==> config.mk <==
export PLATFORM = sky130hd
export DESIGN_NAME = debug_run_ctrl
export DESIGN_NICKNAME = d
export VERILOG_FILES = /design/src/rtl/debug_pkg.sv /design/src/rtl/debug_run_ctrl_bp_match.sv /design/src/rtl/debug_run_ctrl.sv
export SDC_FILE = /design/constraint.sdc
export NUM_CORES = 1
export LEC_CHECK = 0
export ABC_CLOCK_PERIOD_IN_PS = 2100
export CORE_MARGIN = 3
export CORE_UTILIZATION = 37
export DETAILED_ROUTE_END_ITERATION = 8
export GPL_ROUTABILITY_DRIVEN = 1
export PLACE_DENSITY = 0.73
export SYNTH_ARGS = -nofsm -noshare
export SYNTH_HDL_FRONTEND = slang
export SYNTH_SLANG_ARGS = --single-unit
export TNS_END_PERCENT = 20
==> constraint.sdc <==
create_clock -name clk -period 2.1 [get_ports clk]
set_input_delay 0.21 -clock clk [delete_from_list [all_inputs] [get_ports clk]]
set_output_delay 0.21 -clock clk [all_outputs]
set_load 0.02 [all_outputs]
==> src/rtl/debug_pkg.sv <==
// Shared encodings for the run/halt/step sequencer.
// FSM states and the reasons the core last halted.
package debug_pkg;

    typedef enum logic [1:0] {
        HALT = 2'd0,
        RUN  = 2'd1,
        STEP = 2'd2
    } state_e;

    localparam logic [1:0] CAUSE_RESET = 2'd0;
    localparam logic [1:0] CAUSE_CMD   = 2'd1;
    localparam logic [1:0] CAUSE_BP    = 2'd2;
    localparam logic [1:0] CAUSE_STOP  = 2'd3;

endpackage

==> src/rtl/debug_run_ctrl_bp_match.sv <==
// PC breakpoint comparator.
// A skip flag masks the hit so execution can resume from the breakpoint PC.
module bp_match
    import debug_pkg::*;
(
    input  logic [31:0] pc,
    input  logic [31:0] bp_addr,
    input  logic        bp_valid,
    input  logic        bp_skip,
    output logic        bp_hit
);

    // Hit only when armed, matching, and not resuming from this address.
    always_comb begin
        bp_hit = bp_valid & (pc == bp_addr) & ~bp_skip;
    end

endmodule

==> src/rtl/debug_run_ctrl.sv <==
// Run/halt/step sequencer: core clock-enable, cycle counter, debug grant.
// Breakpoint logic is present only when DEBUG_BP_EN is defined.
module debug_run_ctrl
    import debug_pkg::*;
#(
    parameter int CNT_W  = 32,
    parameter int STEP_W = 8
) (
    input  logic              clk,
    input  logic              rstn,
    input  logic              cmd_run,
    input  logic              cmd_step,
    input  logic              cmd_halt,
    input  logic [STEP_W-1:0] step_n,
    input  logic [31:0]       pc,
    input  logic              stop,
    input  logic [31:0]       bp_addr,
    input  logic              bp_valid,
    input  logic              dbg_req,
    input  logic              clr_cnt,
    output logic              cpu_ce,
    output logic              dbg_ack,
    output logic              halted,
    output logic [1:0]        state,
    output logic [1:0]        halt_cause,
    output logic [CNT_W-1:0]  cycle_cnt
);

    state_e            st;
    logic [STEP_W-1:0] step_left;
    logic [STEP_W-1:0] step_load;
    logic              running;
    logic              leave_halt;
    logic              bp_hit;

    assign running    = (st == RUN) || (st == STEP);
    assign step_load  = (step_n == '0) ? STEP_W'(1) : step_n;
    assign leave_halt = (st == HALT) && !dbg_req && !cmd_halt
                        && (cmd_step || cmd_run);

`ifdef DEBUG_BP_EN
    logic bp_skip;

    bp_match u_bp_match (
        .pc       (pc),
        .bp_addr  (bp_addr),
        .bp_valid (bp_valid),
        .bp_skip  (bp_skip),
        .bp_hit   (bp_hit)
    );

    // Arm the skip when resuming at the breakpoint PC; drop it once the core moves.
    always_ff @(posedge clk) begin
        if (!rstn) begin
            bp_skip <= 1'b0;
        end else if (leave_halt) begin
            bp_skip <= (pc == bp_addr);
        end else if (cpu_ce) begin
            bp_skip <= 1'b0;
        end
    end
`else
    logic unused_bp;

    assign bp_hit    = 1'b0;
    assign unused_bp = ^{pc, bp_addr, bp_valid};
`endif

    // Combinational so the core never steps past a breakpoint or stop.
    assign cpu_ce     = running && !bp_hit && !stop;
    assign halted     = (st == HALT);
    assign state      = st;

    // Sequencer FSM: stop > breakpoint > halt > step > run > step done.
    always_ff @(posedge clk) begin
        if (!rstn) begin
            st         <= HALT;
            halt_cause <= CAUSE_RESET;
            step_left  <= '0;
        end else begin
            unique case (st)
                HALT: begin
                    if (!dbg_req && !cmd_halt) begin
                        if (cmd_step) begin
                            st        <= STEP;
                            step_left <= step_load;
                        end else if (cmd_run) begin
                            st <= RUN;
                        end
                    end
                end
                RUN, STEP: begin
                    if (stop) begin
                        st         <= HALT;
                        halt_cause <= CAUSE_STOP;
                        step_left  <= '0;
                    end else if (bp_hit) begin
                        st         <= HALT;
                        halt_cause <= CAUSE_BP;
                        step_left  <= '0;
                    end else if (cmd_halt) begin
                        st         <= HALT;
                        halt_cause <= CAUSE_CMD;
                        step_left  <= '0;
                    end else if (cmd_step) begin
                        st        <= STEP;
                        step_left <= step_load;
                    end else if (cmd_run) begin
                        st <= RUN;
                    end else if (st == STEP && cpu_ce) begin
                        if (step_left <= STEP_W'(1)) begin
                            st         <= HALT;
                            halt_cause <= CAUSE_CMD;
                            step_left  <= '0;
                        end else begin
                            step_left <= step_left - STEP_W'(1);
                        end
                    end
                end
                default: begin
                    st <= HALT;
                end
            endcase
        end
    end

    // Saturating count of enabled cycles; clear wins over increment.
    always_ff @(posedge clk) begin
        if (!rstn) begin
            cycle_cnt <= '0;
        end else if (clr_cnt) begin
            cycle_cnt <= '0;
        end else if (cpu_ce && (cycle_cnt != {CNT_W{1'b1}})) begin
            cycle_cnt <= cycle_cnt + CNT_W'(1);
        end
    end

    // Grant debug ports only while halted, one cycle behind the request.
    always_ff @(posedge clk) begin
        if (!rstn) begin
            dbg_ack <= 1'b0;
        end else begin
            dbg_ack <= dbg_req && (st == HALT);
        end
    end

endmodule

==> results.yml <==
logic_synthesis:
  yosysWarnings: 0
  ys_types: 48
  synthFlopType: "dfxtp_1"
  synth_top_area_share_pct: 35.35
  ys_ff_latch: 45
  yosysSeqAreaShare_pct: 35.35
  ys_top_cells_by_area: "dfxtp_1, a21oi_1, o21ai_0"
  synth_area_leader_cell: "dfxtp_1"
  synthCells: 309
  avgSynthCellArea_um2: 8.248
  syn_area_mm2: 0.002549
  syn-num-nets: 396
  synthArstFlopShare_pct: 0
  synth_edf_count: 0
hold_path:
  hold_class: "reg2reg"
  holdPathEnd: "cycle_cnt[21]"
  holdPathStages: 2
  holdCritStartpoint: "cycle_cnt[21]"
routing:
  drt_wl_total_mm: 7.392
  drt_iter0_markers: 182
  via_count: 2831
  drtAntennaViolNets: 0
  drcViolationCount: 0
  vias_per_cell: 5.910
  wire_per_inst_um: 15.43
  dr.pass1.iters: 5
sta:
  fin_crit_sh_pct: 94.84
  fmax_ghz: 0.5021
  rsz0062_at_grt: "yes"
  final_hold_viol_count: 0
  period_needed_ns: 1.992
  worstMarginPinSlew_ns: 0.7168
  setup_violations: 0
  skew_ns: 0.01831
  slew_violations: 0
  slew_headroom_pct: 51.85
worst_setup_path:
  r2r-start: "cycle_cnt[25]"
  reg2reg_depth: 7
  crit_fanout: 20
  arrival_ns: 2.22
  end_kind: "register"
  critPathKind: "reg2reg"
  startpoint_type: "register"
  cp.required_ns: 2.33
  rrSetupSlack_ns: 0.11
  r2r-end: "cycle_cnt[3]"
clock_tree:
  cts_buffers: 5
  clk_latency_ns: 0.30
  cts_tree: "done"
  clockBufferDepth: 2
  clk_pin_slew_ns: 0.09
  clock-sinks: 45
  ctsRootBufferMaster: "clkbuf_8"
  post_cts_buffers: 0
  cts_max_level: 2
place:
  portBuffers: 54
  dp_cells: 470
  dpl.hpwl_mm: 5.429
  gp_congestion: 0.8723
run:
  maxCapViolCount: 0
die:
  chipWidth_um: 89.00
  initial_core_util_pct: 39.24
  dieArea_mm2: 0.007920
  rows: 29
  die_h_um: 89.00
  io_pins: 120
  core_area_mm2: 0.006495
finish:
  final_nets: 488
  final_common_cell: "clkdlybuf4s50_1"
  most-common-layout-cells: "clkdlybuf4s50_1, dfxtp_1, buf_4, a21oi_1, nand2_1"
  area_delta_synth_final_pct: 43.10
  antenna_cells: 0
  layoutNonFillerInstCount: 479
  drive_gt1_share_pct: 18.41
pwr:
  p_per_area_mw_per_mm2: 561.5
  max-vdd-ir-drop_v: 0.0003642
  power.total_uw: 2048
  p_leak_uw: 0.001277
global_route:
  grt_overflow: 0
  first_global_vias: 2639
  antenna_found_initial: 0
  grt.total_usage_pct: 18.90
  grt_first_pass_wirelength_mm: 12.07
  grt_max_degree: 21
status:
  status: "finished clean"
## layout make-up
class                   count  area (um^2)
inverters                   9        33.78
repair buffers             93        835.8
well taps                  77        96.34
clock buffers               7        86.33
multi-input cells         247         1657
flip-flops and latches     45        908.4
fillers                   590         2848
clock inverters             1        30.03
## routing by layer
layer	track usage [%]	vias up	share of wire [%]
li1	-	1388	-
met1	26.63	1353	48
met2	30.23	83	46
met3	2.488	7	5.0
met4	5.548	0	1.3
met5	0	-	0
## metrics by stage
stage,setup TNS [ns],setup WS [ns],utilization [%],instance area [um^2],hold slack (ns)
2_1_floorplan,0,0.02846,-,2564,0.3491
3_3_place_gp,-0.04288,-0.02501,52.98,3441,0.4929
3_5_place_dp,-0.07658,-0.03748,52.98,3441,0.5009
4_1_cts,-0.005515,-0.005515,55.15,3582,0.5169
5_1_grt,-0.00009615,-0.00009615,56.15,3647,0.5418
6_report,0,0.1085,56.15,3647,0.5101
## state kept, by name, indices dropped and copies added, names as in the netlist
signal	count
cycle_cnt	32
halt_cause	2
state	2
dbg_ack	1
step_left	8
## where the power goes
part           switching [uW]  internal [uW]
Combinational             239            211
Sequential               27.0            881
Clock                     301            388
## cells by family after synthesis
kind of cell | count (synthesis) | share of synthesized area (%)
simple gates | 139 | 32.30
compound gates | 96 | 24.15
flops | 45 | 35.35
buf+inv | 18 | 3.387
fa+ha+maj | 6 | 2.945
mux | 3 | 1.178
xor+xnor | 2 | 0.6874
## worst max-delay path by stage
stage,from,slack [ns],endpoint
after detailed placement,stop,-0.04,step_left[3]
final,cycle_cnt[25],0.11,cycle_cnt[3]
after global routing,cycle_cnt[25],-0.0001,cycle_cnt[5]
after CTS,state[0],-0.006,cycle_cnt[29]
after global placement,stop,-0.03,step_left[6]
after floorplan,state[0],0.03,cycle_cnt[8]
## repair_timing
action                                  CTS  global route
endpoints found under the setup margin    6            26
pin swaps                                 1             0
hold buffers                              0             0
endpoints found under the hold margin     0             0
cloned                                    0             1
gates resized for setup                   5            13
## synth_stat cells (6+ instances only)
master,count
o31ai_1,12
a22oi_1,6
nor2_1,14
nand2_1,27
a21oi_1,27
ha_1,6
inv_1,9
nand4_1,12
clkbuf_1,7
nor3_1,8
o211ai_1,8
nand3_1,15
o21ai_0,26
dfxtp_1,45
or3_1,19
or4_1,12
## critical path, stage by stage (launching register included)
cell and delay, ns:
dfxtp_1 0.36, nand4_2 0.13, or4_4 0.60, buf_4 0.17, nor4_4 0.16, buf_6 0.21, o21ai_0 0.13, a21oi_1 0.16
(Power assumes the default switching activity.)
